<file path="config.mk">
export PLATFORM = sky130hd
export DESIGN_NAME = video_scaler_port_arbiter_flat
export DESIGN_NICKNAME = d
export VERILOG_FILES = /design/src/rtl/video_pipeline_pkg.sv /design/src/rtl/video_scaler_port_arbiter_if.sv /design/src/rtl/scaler_owner_tag_fifo.sv /design/src/rtl/video_scaler_port_arbiter.sv /design/src/flat_wrapper.sv
export SDC_FILE = /design/constraint.sdc
export NUM_CORES = 1
export LEC_CHECK = 0
export ABC_AREA = 1
export CAP_MARGIN = 20
export CELL_PAD_IN_SITES_DETAIL_PLACEMENT = 1
export CELL_PAD_IN_SITES_GLOBAL_PLACEMENT = 1
export CORE_ASPECT_RATIO = 0.8
export CORE_UTILIZATION = 25
export DETAILED_ROUTE_END_ITERATION = 16
export GPL_TIMING_DRIVEN = 0
export PLACE_DENSITY_LB_ADDON = 0.1
export SLEW_MARGIN = 5
export SYNTH_ARGS = -nofsm -noshare
export SYNTH_HDL_FRONTEND = slang
export SYNTH_HIERARCHICAL = 1
export SYNTH_SLANG_ARGS = --single-unit
</file>
<file path="constraint.sdc">
create_clock -name scalerClock -period 2.07 [get_ports scalerClock]
set_input_delay 0.207 -clock scalerClock [delete_from_list [all_inputs] [get_ports scalerClock]]
set_output_delay 0.207 -clock scalerClock [all_outputs]
set_load 0.01 [all_outputs]
</file>
<file path="src/rtl/video_pipeline_pkg.sv">
// Shared constants for the video pipeline: port identities and default bus/chunk geometry.
// Latency and backpressure: not applicable (declarations only).
package video_pipeline_pkg;

  localparam logic PORT_A = 1'b0;
  localparam logic PORT_B = 1'b1;

  localparam int REQUEST_BITS_DEFAULT    = 32;
  localparam int BITS_PER_PIXEL_DEFAULT  = 16;
  localparam int CHUNK_BITS_DEFAULT      = 5;
  localparam int MAX_OUTSTANDING_DEFAULT = 4;

endpackage

</file>
<file path="src/rtl/video_scaler_port_arbiter_if.sv">
// Consumer FIFO ports A/B plus the scaler's downstream request/response side, as seen by the arbiter.
// Latency and backpressure: defined by the arbiter; master = arbiter, slave = consumers and scaler.
interface video_scaler_port_arbiter_if
  import video_pipeline_pkg::*;
#(
  parameter int REQUEST_BITS   = REQUEST_BITS_DEFAULT,
  parameter int BITS_PER_PIXEL = BITS_PER_PIXEL_DEFAULT
);

  logic                      portAReqReadEnable;
  logic                      portAReqEmpty;
  logic [REQUEST_BITS-1:0]   portAReqReadData;
  logic                      portARespWriteEnable;
  logic                      portARespFull;
  logic [BITS_PER_PIXEL-1:0] portARespWriteData;

  logic                      portBReqReadEnable;
  logic                      portBReqEmpty;
  logic [REQUEST_BITS-1:0]   portBReqReadData;
  logic                      portBRespWriteEnable;
  logic                      portBRespFull;
  logic [BITS_PER_PIXEL-1:0] portBRespWriteData;

  logic                      scalerReqReadEnable;
  logic                      scalerReqEmpty;
  logic [REQUEST_BITS-1:0]   scalerReqReadData;
  logic                      scalerRespWriteEnable;
  logic                      scalerRespFull;
  logic [BITS_PER_PIXEL-1:0] scalerRespWriteData;

  modport master (
    output portAReqReadEnable, input portAReqEmpty, input portAReqReadData,
    output portARespWriteEnable, input portARespFull, output portARespWriteData,
    output portBReqReadEnable, input portBReqEmpty, input portBReqReadData,
    output portBRespWriteEnable, input portBRespFull, output portBRespWriteData,
    input scalerReqReadEnable, output scalerReqEmpty, output scalerReqReadData,
    input scalerRespWriteEnable, output scalerRespFull, input scalerRespWriteData
  );

  modport slave (
    input portAReqReadEnable, output portAReqEmpty, output portAReqReadData,
    input portARespWriteEnable, output portARespFull, input portARespWriteData,
    input portBReqReadEnable, output portBReqEmpty, output portBReqReadData,
    input portBRespWriteEnable, output portBRespFull, input portBRespWriteData,
    output scalerReqReadEnable, input scalerReqEmpty, input scalerReqReadData,
    output scalerRespWriteEnable, input scalerRespFull, output scalerRespWriteData
  );

endinterface

</file>
<file path="src/rtl/scaler_owner_tag_fifo.sv">
// 1-bit owner-tag FIFO recording which port each in-flight scaler request belongs to.
// Latency: push visible at head next cycle; no backpressure (caller never pushes when full).
module scaler_owner_tag_fifo
  import video_pipeline_pkg::*;
#(
  parameter int DEPTH = MAX_OUTSTANDING_DEFAULT
) (
  input  logic clock,
  input  logic reset,
  input  logic push,
  input  logic pushTag,
  input  logic pop,
  output logic full,
  output logic empty,
  output logic head
);

  localparam int PTR_BITS = $clog2(DEPTH);

  logic [DEPTH-1:0]    tagMem;
  logic [PTR_BITS-1:0] wrPtr;
  logic [PTR_BITS-1:0] rdPtr;
  logic [PTR_BITS:0]   count;

  // Pointers wrap naturally because DEPTH is a power of two.
  always_ff @(posedge clock or negedge reset) begin
    if (!reset) begin
      tagMem <= '0;
      wrPtr  <= '0;
      rdPtr  <= '0;
      count  <= '0;
    end else begin
      if (push) begin
        tagMem[wrPtr] <= pushTag;
        wrPtr         <= wrPtr + PTR_BITS'(1);
      end
      if (pop) begin
        rdPtr <= rdPtr + PTR_BITS'(1);
      end
      case ({push, pop})
        2'b10:   count <= count + (PTR_BITS+1)'(1);
        2'b01:   count <= count - (PTR_BITS+1)'(1);
        default: count <= count;
      endcase
    end
  end

  assign full  = (count == (PTR_BITS+1)'(DEPTH));
  assign empty = (count == '0);
  assign head  = tagMem[rdPtr];

endmodule

</file>
<file path="src/rtl/video_scaler_port_arbiter.sv">
// Round-robin shares one scaler between consumer ports A/B and routes returned pixel chunks to the owner.
// Latency: request->slot 1 cycle, pixel pass-through 0 cycles; response stalls both ports when the owner is full.
module video_scaler_port_arbiter
  import video_pipeline_pkg::*;
#(
  parameter int CHUNK_BITS      = CHUNK_BITS_DEFAULT,
  parameter int REQUEST_BITS    = REQUEST_BITS_DEFAULT,
  parameter int BITS_PER_PIXEL  = BITS_PER_PIXEL_DEFAULT,
  parameter int MAX_OUTSTANDING = MAX_OUTSTANDING_DEFAULT
) (
  input  logic                        scalerClock,
  input  logic                        reset,
  video_scaler_port_arbiter_if.master bus,
  output logic                        protocolError
);

  logic                    slotValid;
  logic [REQUEST_BITS-1:0] slotData;
  logic                    rrLast;
  logic [CHUNK_BITS-1:0]   pixCount;

  logic reqA;
  logic reqB;
  logic grantOk;
  logic grant;
  logic grantOwner;

  logic tagFull;
  logic tagEmpty;
  logic tagHead;
  logic tagPop;
  logic ownerFull;
  logic pixAccept;

  // Grants are held off while reset is low so no consumer FIFO is popped during reset.
  always_comb begin
    reqA    = !bus.portAReqEmpty;
    reqB    = !bus.portBReqEmpty;
    grantOk = reset && (!slotValid || bus.scalerReqReadEnable) && !tagFull;
    if (reqA && reqB) begin
      grantOwner = (rrLast == PORT_A) ? PORT_B : PORT_A;
    end else if (reqB) begin
      grantOwner = PORT_B;
    end else begin
      grantOwner = PORT_A;
    end
    grant = grantOk && (reqA || reqB);
  end

  assign bus.portAReqReadEnable = grant && (grantOwner == PORT_A);
  assign bus.portBReqReadEnable = grant && (grantOwner == PORT_B);
  assign bus.scalerReqEmpty     = !slotValid;
  assign bus.scalerReqReadData  = slotData;

  scaler_owner_tag_fifo #(
    .DEPTH(MAX_OUTSTANDING)
  ) u_tagFifo (
    .clock  (scalerClock),
    .reset  (reset),
    .push   (grant),
    .pushTag(grantOwner),
    .pop    (tagPop),
    .full   (tagFull),
    .empty  (tagEmpty),
    .head   (tagHead)
  );

  // Strict in-order return: a full owner stalls the scaler for both ports.
  assign ownerFull = (tagHead == PORT_B) ? bus.portBRespFull : bus.portARespFull;
  assign bus.scalerRespFull = tagEmpty || ownerFull;
  assign pixAccept = bus.scalerRespWriteEnable && !bus.scalerRespFull;
  assign tagPop    = pixAccept && (pixCount == '1);

  assign bus.portARespWriteEnable = pixAccept && (tagHead == PORT_A);
  assign bus.portBRespWriteEnable = pixAccept && (tagHead == PORT_B);
  assign bus.portARespWriteData   = bus.scalerRespWriteData;
  assign bus.portBRespWriteData   = bus.scalerRespWriteData;

  always_ff @(posedge scalerClock or negedge reset) begin
    if (!reset) begin
      slotValid     <= 1'b0;
      slotData      <= '0;
      rrLast        <= PORT_B;
      pixCount      <= '0;
      protocolError <= 1'b0;
    end else begin
      if (grant) begin
        slotValid <= 1'b1;
        slotData  <= (grantOwner == PORT_B) ? bus.portBReqReadData : bus.portAReqReadData;
        rrLast    <= grantOwner;
      end else if (bus.scalerReqReadEnable) begin
        slotValid <= 1'b0;
      end
      if (pixAccept) begin
        pixCount <= pixCount + CHUNK_BITS'(1);
      end
      if ((bus.scalerReqReadEnable && !slotValid) ||
          (bus.scalerRespWriteEnable && bus.scalerRespFull)) begin
        protocolError <= 1'b1;
      end
    end
  end

endmodule
</file>
<file path="src/flat_wrapper.sv">
// flat-port wrapper written by rule: the top's interface ports become plain ports
module video_scaler_port_arbiter_flat import video_pipeline_pkg::*;
#(
  parameter int CHUNK_BITS      = CHUNK_BITS_DEFAULT,
  parameter int REQUEST_BITS    = REQUEST_BITS_DEFAULT,
  parameter int BITS_PER_PIXEL  = BITS_PER_PIXEL_DEFAULT,
  parameter int MAX_OUTSTANDING = MAX_OUTSTANDING_DEFAULT
)
  (scalerClock, reset, protocolError, bus_portAReqReadEnable, bus_portAReqEmpty, bus_portAReqReadData, bus_portARespWriteEnable, bus_portARespFull, bus_portARespWriteData, bus_portBReqReadEnable, bus_portBReqEmpty, bus_portBReqReadData, bus_portBRespWriteEnable, bus_portBRespFull, bus_portBRespWriteData, bus_scalerReqReadEnable, bus_scalerReqEmpty, bus_scalerReqReadData, bus_scalerRespWriteEnable, bus_scalerRespFull, bus_scalerRespWriteData);
  video_scaler_port_arbiter_if #(.REQUEST_BITS(REQUEST_BITS), .BITS_PER_PIXEL(BITS_PER_PIXEL)) bus_i ();
  input  logic scalerClock;
  input  logic reset;
  output logic protocolError;
  output wire logic [$bits(bus_i.portAReqReadEnable)-1:0] bus_portAReqReadEnable;
  input wire logic [$bits(bus_i.portAReqEmpty)-1:0] bus_portAReqEmpty;
  input wire logic [$bits(bus_i.portAReqReadData)-1:0] bus_portAReqReadData;
  output wire logic [$bits(bus_i.portARespWriteEnable)-1:0] bus_portARespWriteEnable;
  input wire logic [$bits(bus_i.portARespFull)-1:0] bus_portARespFull;
  output wire logic [$bits(bus_i.portARespWriteData)-1:0] bus_portARespWriteData;
  output wire logic [$bits(bus_i.portBReqReadEnable)-1:0] bus_portBReqReadEnable;
  input wire logic [$bits(bus_i.portBReqEmpty)-1:0] bus_portBReqEmpty;
  input wire logic [$bits(bus_i.portBReqReadData)-1:0] bus_portBReqReadData;
  output wire logic [$bits(bus_i.portBRespWriteEnable)-1:0] bus_portBRespWriteEnable;
  input wire logic [$bits(bus_i.portBRespFull)-1:0] bus_portBRespFull;
  output wire logic [$bits(bus_i.portBRespWriteData)-1:0] bus_portBRespWriteData;
  input wire logic [$bits(bus_i.scalerReqReadEnable)-1:0] bus_scalerReqReadEnable;
  output wire logic [$bits(bus_i.scalerReqEmpty)-1:0] bus_scalerReqEmpty;
  output wire logic [$bits(bus_i.scalerReqReadData)-1:0] bus_scalerReqReadData;
  input wire logic [$bits(bus_i.scalerRespWriteEnable)-1:0] bus_scalerRespWriteEnable;
  output wire logic [$bits(bus_i.scalerRespFull)-1:0] bus_scalerRespFull;
  input wire logic [$bits(bus_i.scalerRespWriteData)-1:0] bus_scalerRespWriteData;
  assign bus_portAReqReadEnable = bus_i.portAReqReadEnable;
  assign bus_i.portAReqEmpty = bus_portAReqEmpty;
  assign bus_i.portAReqReadData = bus_portAReqReadData;
  assign bus_portARespWriteEnable = bus_i.portARespWriteEnable;
  assign bus_i.portARespFull = bus_portARespFull;
  assign bus_portARespWriteData = bus_i.portARespWriteData;
  assign bus_portBReqReadEnable = bus_i.portBReqReadEnable;
  assign bus_i.portBReqEmpty = bus_portBReqEmpty;
  assign bus_i.portBReqReadData = bus_portBReqReadData;
  assign bus_portBRespWriteEnable = bus_i.portBRespWriteEnable;
  assign bus_i.portBRespFull = bus_portBRespFull;
  assign bus_portBRespWriteData = bus_i.portBRespWriteData;
  assign bus_i.scalerReqReadEnable = bus_scalerReqReadEnable;
  assign bus_scalerReqEmpty = bus_i.scalerReqEmpty;
  assign bus_scalerReqReadData = bus_i.scalerReqReadData;
  assign bus_i.scalerRespWriteEnable = bus_scalerRespWriteEnable;
  assign bus_scalerRespFull = bus_i.scalerRespFull;
  assign bus_i.scalerRespWriteData = bus_scalerRespWriteData;
  video_scaler_port_arbiter #(.CHUNK_BITS(CHUNK_BITS), .REQUEST_BITS(REQUEST_BITS), .BITS_PER_PIXEL(BITS_PER_PIXEL), .MAX_OUTSTANDING(MAX_OUTSTANDING)) u_core (.scalerClock(scalerClock), .reset(reset), .bus(bus_i), .protocolError(protocolError));
endmodule
</file>
# Yosys cells after proc, flatten, opt, wreduce, memory -nomap -nowiden
# Cells that the tools add are included.
# word_totals
register_bits,51
input_bits,88
out_inout_bits,71
# op_classes
n_addsub,5
magnitude_cmp,3
eq_ne,4
muxes,13
n_bitwise,2
reduce_logical,25
# op_table
cell,count
two-way mux 32 bit,1
logical AND 1 bit,13
two-way mux 1 bit,8
"less-than comparator 2 x 3 -> 1 bit, second input constant",2
one-hot mux 3 bit (2 select lines),1
"adder 5 x 1 -> 5 bit, second input constant",1
"== test 5 bit, second input constant",1
zero test 1 bit,5
"adder 2 x 1 -> 2 bit, second input constant",2
bitwise mux 4 bit,1
logical OR 1 bit,4
nonzero test 2 bit,2
"adder 3 x 1 -> 3 bit, second input constant",1
"== test 3 bit, second input constant",1
zero test 3 bit,1
"subtractor 3 x 1 -> 3 bit, second input constant",1
binary-select mux 1 bit (select 2 bit),1
demux 1 bit (select 2 bit),1
"== test 2 x 1 -> 1 bit, second input constant",1
"== test 2 bit, second input constant",1
"greater-or-equal comparator 2 x 1 -> 1 bit, second input constant",1
inverter 1 bit,2

# Logic depth before layout (Yosys ltp)
# Gate-level depths: netlist of run 1.
# logic_depth
ltp_word,9
ltp_mapped,17
depth_no_buf,17

# Modules after synthesis
# The synthesis of run 1 kept the hierarchy.
# by_module_without_submodules
module,n_inst,cells_per_inst,area_per_inst_um2,seq_area_each_um2
video_scaler_port_arbiter,1,342,2494.9,1002.2
scaler_owner_tag_fifo,1,65,583.1,275.3

# Worst setup path before layout of run 1
# Ideal clock, no wire load.
# synth_path
path_kind,register -> register
from,register u_core.u_tagFifo.rdPtr[0]
to,register u_core.u_tagFifo.count[2]
setup_time_ps,117
arrival_ps,2138
required_time_ps,1953
path_slack_ps,-185
stages_incl_launch_ff,15
synth_period_minus_slack_ps,2255
cell_sequence,dfrtp_1 > o211ai_1 > nand2_1 > nand2_1 > nand2_1 > nor2_4 > nand2_2 > nor2_1 > ha_1 > inv_1 > fa_1 > nand2_1 > nand3_1 > nand2_1 > nand2_1
# synth_between
elab_chain_cells,9
# synth_lines
element,line,text
start: declaration,scaler_owner_tag_fifo.sv:22,logic [PTR_BITS-1:0] rdPtr;
start signal: assignment,scaler_owner_tag_fifo.sv:38,rdPtr <= rdPtr + PTR_BITS'(1);
binary-select mux 1 bit (select 2 bit) (*),scaler_owner_tag_fifo.sv:50,assign head = tagMem[rdPtr];
two-way mux 1 bit (implied by the code) (*),scaler_owner_tag_fifo.sv:50,
via u_core.tagHead,video_scaler_port_arbiter.sv:30,logic tagHead;
two-way mux 1 bit (*),video_scaler_port_arbiter.sv:69,assign ownerFull = (tagHead == PORT_B) ? bus.portBRespFull : bus.portARespFull;
logical OR 1 bit (*),video_scaler_port_arbiter.sv:70,assign bus.scalerRespFull = tagEmpty || ownerFull;
zero test 1 bit (*),video_scaler_port_arbiter.sv:71,assign pixAccept = bus.scalerRespWriteEnable && !bus.scalerRespFull;
logical AND 1 bit (*),video_scaler_port_arbiter.sv:71,
logical AND 1 bit (*),video_scaler_port_arbiter.sv:72,assign tagPop = pixAccept && (pixCount == '1);
via u_core.tagPop,video_scaler_port_arbiter.sv:31,logic tagPop;
== test 2 x 1 -> 1 bit or == test 2 bit (tied branches),scaler_owner_tag_fifo.sv:40,"case ({push, pop})"
one-hot mux 3 bit (2 select lines) or nonzero test 2 bit (tied branches),-,
end signal: assignment,scaler_owner_tag_fifo.sv:41,2'b10: count <= count + (PTR_BITS+1)'(1);
end signal: assignment,scaler_owner_tag_fifo.sv:42,2'b01: count <= count - (PTR_BITS+1)'(1);
end signal: assignment,scaler_owner_tag_fifo.sv:43,default: count <= count;
end: declaration,scaler_owner_tag_fifo.sv:23,logic [PTR_BITS:0] count;
# Mark *: on every way through the listed nets, which the timed path passes. The rest lies on a longest branch. The select of a mux whose other input is x is not followed.
# A chain may end at the register's enable or synchronous reset.

# Final worst setup path of run 1
# Ends and elaborated chain as after synthesis.

==> qor.txt, run 1 <==
status - complete, but fails checks
failing checks - negative setup slack
diode count - 0
GP Congestion - 0.723
TritonCTS Buffers - 5
simple-gate share of the synthesized area - 36.2%
clk_skew - 0.00305 ns
Total Routing Usage GR - 16.5%
max_cap viols - 0
Layout area overhead - 64.6%
Root Driver - clkbuf_16
critical-path cell list - o211ai_1, nand2_1, nand2_2, nand2_2, nor2_4, nand2_4, nor2_4, ha_4, inv_4, fa_2, inv_1, nand2_2, nand4_1, nand2_1
Post-DRT Antenna Nets - 0
largest net degree at the start of global routing - 51
Fin Setup TNS - -0.232 ns
Clk Latency, worst-skew pair - 0.29 ns
Slew Limit Headroom - 78.9%
Worst Tran Pin Value - 0.316 ns
die width - 126 µm
core box area - 11700 µm²
WHS - 0.319 ns
DRC - 0
fin. max-slew vios - 0
fill count - 1439
DRT Wirelength - 9.96 mm
fin crit period - 2.21 ns
# nets final - 668
# rows - 35
Leakage - 2.60 nW
post-synthesis sequential area ratio - 41.5%
Final WS setup - -0.141 ns
Top FF cell, synth - dfrtp_1
average wire per standard cell - 13.8 µm
most frequent cells in the layout - nand2_1, clkdlybuf4s50_1, buf_4, dfrtp_1, nand3_1
Worst EP required - 2.26 ns
RSZ-0062 raised after global routing - yes
largest family of logic cells by synthesized area - simple AND/OR/NAND/NOR gates
Ys Warns - 6
mux share of post-synthesis cell area - 0%
Setup violations, final - 2
Post-Synth Adder-Cell Area - 3.50%
CP Launch Type - flop
first-pass GRT wire length - 16.5 mm
asr flop ratio synth - 100%
Max stage delay cell, worst path - dfrtp_2
TritonCTS Sinks - 51
Pre-antenna DRT Iters - 4
achievable clock frequency - 0.452 GHz
synthesized area - 3080 µm²
critical path class - reg -> reg
commonest non-fill, non-tap cell in the layout - nand2_1
Crit Path Max Fanout - 6
layout cells sized above 1 - 17.6%
Die Area - 12800 µm²
post-DR vias/cell - 4.32
CP dominant cell by count - nand2_2
initial antenna violation count - 0
XOR/XNOR share of the synthesized area - 1.42%
htree depth - 2
I/O Buffers - 142
dpl ws - -0.415 ns
vias in the first global route - 3268
EDFF count, synth - 0
fin crit share - 107%
Distinct cells, synth - 27
Synth Instances - 407
Total Power - 0.00503 W
Max clock buf depth - 2
vias - 3112
worst vdd ir - 0.000400 V
Core Util, Final - 43.2%
Pwr per Cell Area - 994 nW/µm²
die height - 101 µm
syn nets - 503
CTS tree - built
Worst Hold Class - in -> reg
Mapped Avg Cell Area - 7.56 µm²
I/O pins - 159
delay of the slowest critical-path stage - 0.44 ns
number of synthesized register bits - 51
gr ovfl total - 0
Fin. Hold Viols - 0
CP endpoint kind - flop
Worst EP arrival - 2.40 ns
DR iter-0 viols - 99
Post-DP HPWL - 7.30 mm
clock slew at reported path FFs - 0.07 ns
Starting Density - 26.2%
Synth Area in Compound Gates - 1.79%
layout make-up:
| cell class | count | area [µm²] | share of cell area, % |
|---|---|---|---|
| multi-input combinational | 282 | 1370 | 27.1 |
| timing repair buffer | 158 | 1570 | 30.9 |
| sequential | 51 | 1280 | 25.2 |
| clock inverter | 2 | 35.0 | 0.692 |
| clock buffer | 6 | 139 | 2.74 |
| tap | 148 | 185 | 3.66 |
| buffer | 48 | 389 | 7.68 |
| inverter | 26 | 100 | 1.98 |
synth_stat cells (2+ instances only):
| master | n | area (µm²) |
|---|---|---|
| nand2_1 | 199 | 747 |
| dfrtp_1 | 50 | 1250 |
| nand3_1 | 38 | 190 |
| buf_4 | 37 | 278 |
| inv_1 | 24 | 90.1 |
| ha_1 | 7 | 87.6 |
| nor2_1 | 7 | 26.3 |
| buf_2 | 5 | 25.0 |
| nand2_4 | 5 | 56.3 |
| o21ai_1 | 4 | 20.0 |
| xor2_1 | 4 | 35.0 |
| buf_6 | 3 | 33.8 |
| buf_8 | 3 | 45.0 |
| o21ai_0 | 3 | 15.0 |
| inv_2 | 2 | 7.51 |
| nand2_2 | 2 | 12.5 |
| nand4_1 | 2 | 12.5 |
| nor3_1 | 2 | 10.0 |
| o211ai_1 | 2 | 15.0 |
power breakdown:
group	internal (W)	switching [W]
clock network	0.000602	0.000379
registers	0.00140	0.000268
logic	0.00124	0.00114
total	0.00324	0.00179
flip-flops by register name, summed over array words and instances, names as in the netlist:
signal,cells
u_core/rrLast,1
u_core/protocolError,1
u_core/pixCount,5
u_core/bus.scalerReqReadData,32
u_core/u_tagFifo/count,3
u_core/u_tagFifo/tagMem,4
u_core/u_tagFifo/wrPtr,2
u_core/u_tagFifo/rdPtr,2
u_core/slotValid,1
metrics by stage:
step           std cells  area, µm²
6_report             721       5060
5_1_grt              721       5060
4_1_cts              716       5010
3_5_place_dp         697       4700
3_3_place_gp         697       4700
2_1_floorplan        407       3100
critical path: cells and delay by family, from the launching register on:
kind                       cells  cell delay, ns
and+or+nand+nor                9            0.83
adders and majority gates      2            0.52
DFF                            1            0.44
buffers and inverters          2            0.13
AOI/OAI and AO/OA              1            0.17
path summary, 6_finish.rpt:
path | cells past startpoint | to | start | slack (ns)
worst max-delay path | 14 | u_core/u_tagFifo/count[2] | u_core/u_tagFifo/rdPtr[0] | -0.14
worst min-delay path | 5 | u_core/rrLast | reset | 0.32
worst max register to register | 14 | u_core/u_tagFifo/count[2] | u_core/u_tagFifo/rdPtr[0] | -0.14
worst min register to register | 2 | u_core/bus.scalerReqReadData[2] | u_core/bus.scalerReqReadData[2] | 0.48
max in group asynchronous | 3 | u_core/u_tagFifo/rdPtr[0] | reset | 1.13
min in group asynchronous | 2 | u_core/rrLast | reset | 0.63
repair_timing:
action	4_1_cts	5_1_grt
endpoints found under the setup margin	7	6
hold buffers	2	0
pin swaps	8	3
resized for setup	17	10
hold endpoints to repair	50	0
buffers inserted	9	5
routing by layer:
metal	wire (µm)	track usage [%]
met5	0	0
met1	4330	19.8
met2	4970	30.3
met4	51	3.06
met3	609	4.01
kinds of logic (layout without fill, tap and decap cells):
family	count (synthesis)	in the layout
and+or+nand+nor	259	259
AOI/OAI and AO/OA	10	10
DFF	51	51
buffers and inverters	74	240
adders and majority gates	8	8
xor gates and xnor gates	5	5
Note: power is estimated with default switching activity, not from simulation.
==> inputs of run 2 (changes only) <==
Settings changed: CTS_CLUSTER_DIAMETER set to 200.
==> results of run 2 <==
Same layout as run 1: the final DEF is identical, and so are final timing and power.
==> inputs of run 3 (changes only) <==
Settings changed: TNS_END_PERCENT set to 50.
==> qor.txt, run 3 (synthesis gave the netlist of run 1 again) <==
DRT Wirelength - 9.78 mm (-1.8%)
Pwr per Cell Area - 995 nW/µm² (+0.11%)
vias - 3113 (+0.032%)
fin crit share - 107% (-0.14 points)
max_cap viols - 0 (unchanged)
Top Family by Delay on Critical Path - simple AND/OR/NAND/NOR gates
clk_skew - 0.00469 ns (+0.00163 ns)
Post-DP Area - 4700 µm² (unchanged)
critical path class - reg -> reg
commonest non-fill, non-tap cell in the layout - nand2_1
GP Congestion - 0.723 (unchanged)
DRC - 0 (unchanged)
TritonCTS Buffers - 5 (unchanged)
Slew Limit Headroom - 77.5% (-1.4 points)
worst vdd ir - 0.000400 V (about the same)
Final WS setup - -0.138 ns (+0.00282 ns)
Starting Density - 26.2% (unchanged)
layout cells sized above 1 - 16.9% (-0.73 points)
Placed Instances - 697 (unchanged)
Die Area - 12800 µm² (unchanged)
Worst EP arrival - 2.40 ns (about the same)
Fin. Hold Viols - 0 (unchanged)
critical path buffer and inverter count - 2 (unchanged)
CP endpoint kind - flop
gr ovfl total - 0 (unchanged)
post-DR vias/cell - 4.35 (+0.73%)
status - complete, but fails checks
vias in the first global route - 3253 (-0.46%)
fin. max-slew vios - 0 (unchanged)
Worst EP required - 2.26 ns (about the same)
R2R setup slack - -0.14 ns (about the same)
max reg flops - 32 (unchanged)
Fin Setup TNS - -0.273 ns (-0.0406 ns)
post-route cell area - 5020 µm² (-0.82%)
achievable clock frequency - 0.453 GHz (+0.13%)
Worst Hold Class - in -> reg
# rows - 35 (unchanged)
Leakage - 2.54 nW (-2.4%)
htree depth - 2 (unchanged)
Setup violations, final - 4 (+2)
Crit Path Max Fanout - 6 (unchanged)
RSZ-0062 raised after global routing - yes
Max clock buf depth - 2 (unchanged)
Clk Latency, worst-skew pair - 0.29 ns (about the same)
Max stage delay cell, worst path - dfrtp_2
Root Driver - clkbuf_16
failing checks - negative setup slack
Post-Layout Cell Count - 716 (-0.69%)
largest net degree at the start of global routing - 51 (unchanged)
reg2reg end - u_core/u_tagFifo/count[2]
HP Start - reset
# nets final - 663 (-0.75%)
Reg2Reg Launch Point - u_core/u_tagFifo/rdPtr[0]
most frequent cells in the layout - nand2_1, clkdlybuf4s50_1, dfrtp_1
die height - 101 µm (unchanged)
CP dominant cell by count - nand2_2
CTS tree - built
delay of the slowest critical-path stage - 0.44 ns (about the same)
initial antenna violation count - 0 (unchanged)
die width - 126 µm (unchanged)
I/O Buffers - 142 (unchanged)
R2R depth - 14 (unchanged)
Worst Tran Pin Value - 0.336 ns (+0.0205 ns)
Layout area overhead - 63.2%
Total Routing Usage GR - 16.2% (-0.30 points)
DR iter-0 viols - 92 (-7.1%)
average wire per standard cell - 13.7 µm (-1.1%)
Total Power - 0.00500 W (-0.71%)
CP Launch Type - flop
core box area - 11700 µm² (unchanged)
Pre-antenna DRT Iters - 4 (unchanged)
Post-DRT Antenna Nets - 0 (unchanged)
WHS - 0.311 ns (-0.00755 ns)
Hold EP - u_core/rrLast
Post-DP HPWL - 7.30 mm (unchanged)
diode count - 0 (unchanged)
first-pass GRT wire length - 16.2 mm (-1.5%)
fin crit period - 2.21 ns (-0.00282 ns)
hold path depth - 5 (unchanged)
critical-path cell list - o211ai_1, nand2_1, nand2_2, nand2_2, nor2_4, nand2_4, nor2_4, ha_4, inv_4, fa_2, inv_1, nand2_2, nand4_1, nand2_1
clock slew at reported path FFs - 0.07 ns (about the same)
TritonCTS Sinks - 51 (unchanged)
I/O pins - 159 (unchanged)
==> run 3: cell types whose count changed in the layout (fill, tap and decap cells not counted), sizes merged <==
| cell | before | now |
|---|---|---|
| dlygate4sd2 | 1 | 2 |
| clkdlybuf4s50 | 135 | 137 |
| buf | 66 | 60 |
| dlymetal6s2s | 3 | 0 |
| clkdlybuf4s15 | 0 | 1 |
==> run 3: cell type report <==
class | instances | area [µm²]
buffer | 48 | 389
clock buffer | 6 | 139
clock inverter | 2 | 35.0
fill | 1443 | 6710
inverter | 26 | 100
multi-input combinational | 282 | 1380
sequential | 51 | 1280
tap | 148 | 185
timing repair buffer | 153 | 1520
==> run 3: power by group <==
group	internal [W]	total (W)	switching, W	leakage, nW
clock network	0.000602	0.000986	0.000384	0.0868
registers	0.00140	0.00167	0.000268	0.628
logic	0.00121	0.00234	0.00113	1.82
==> run 3: stage by stage <==
step / worst slack, ns / util (%)
floorplan: -0.0582 / -
global placement: -2.23 / 40.1
detailed placement: -0.415 / 40.1
CTS: -0.116 / 42.5
global route: -0.285 / 42.8
finish: -0.138 / 42.8
==> run 3: metal layers <==
| metal | global-route usage, % | vias to the layer above | wire length [µm] |
|---|---|---|---|
| li1 | - | 1539 | - |
| met1 | 19.4 | 1476 | 4220 |
| met2 | 29.7 | 94 | 4860 |
| met3 | 3.96 | 4 | 642 |
| met4 | 3.06 | 0 | 51 |
| met5 | 0 | - | 0 |
==> run 3: how the worst max path moves through the flow <==
| stage | slack (ns) | to | from | cells after the start |
|---|---|---|---|---|
| 2_1_floorplan | -0.06 | u_core/u_tagFifo/count[2] | u_core/u_tagFifo/rdPtr[0] | 14 |
| 3_3_place_gp | -2.23 | u_core/u_tagFifo/count[1] | reset | 10 |
| 3_5_place_dp | -0.41 | u_core/u_tagFifo/count[1] | reset | 10 |
| 4_1_cts | -0.12 | u_core/u_tagFifo/count[2] | u_core/u_tagFifo/rdPtr[0] | 14 |
| 5_1_grt | -0.29 | u_core/u_tagFifo/count[2] | u_core/u_tagFifo/rdPtr[0] | 14 |
| 6_report | -0.14 | u_core/u_tagFifo/count[2] | u_core/u_tagFifo/rdPtr[0] | 14 |
==> run 3: timing repair <==
item                                   in CTS  in global routing
hold buffers                                2                  0
setup endpoints to repair                   7                  5
resized for setup                          18                  5
setup buffers                               6                  3
pin swaps                                   7                  4
endpoints found under the hold margin      50                  0
==> run 3: worst reg2reg max path: stages, from the launching register on <==
cell and delay (ns):
dfrtp_2 0.44, o211ai_1 0.17, nand2_1 0.13, nand2_2 0.10, nand2_2 0.07, nor2_4 0.11, nand2_4 0.07, nor2_4 0.17
ha_4 0.17, inv_4 0.04, fa_2 0.35, inv_1 0.09, nand2_2 0.07, nand4_1 0.08, nand2_1 0.05
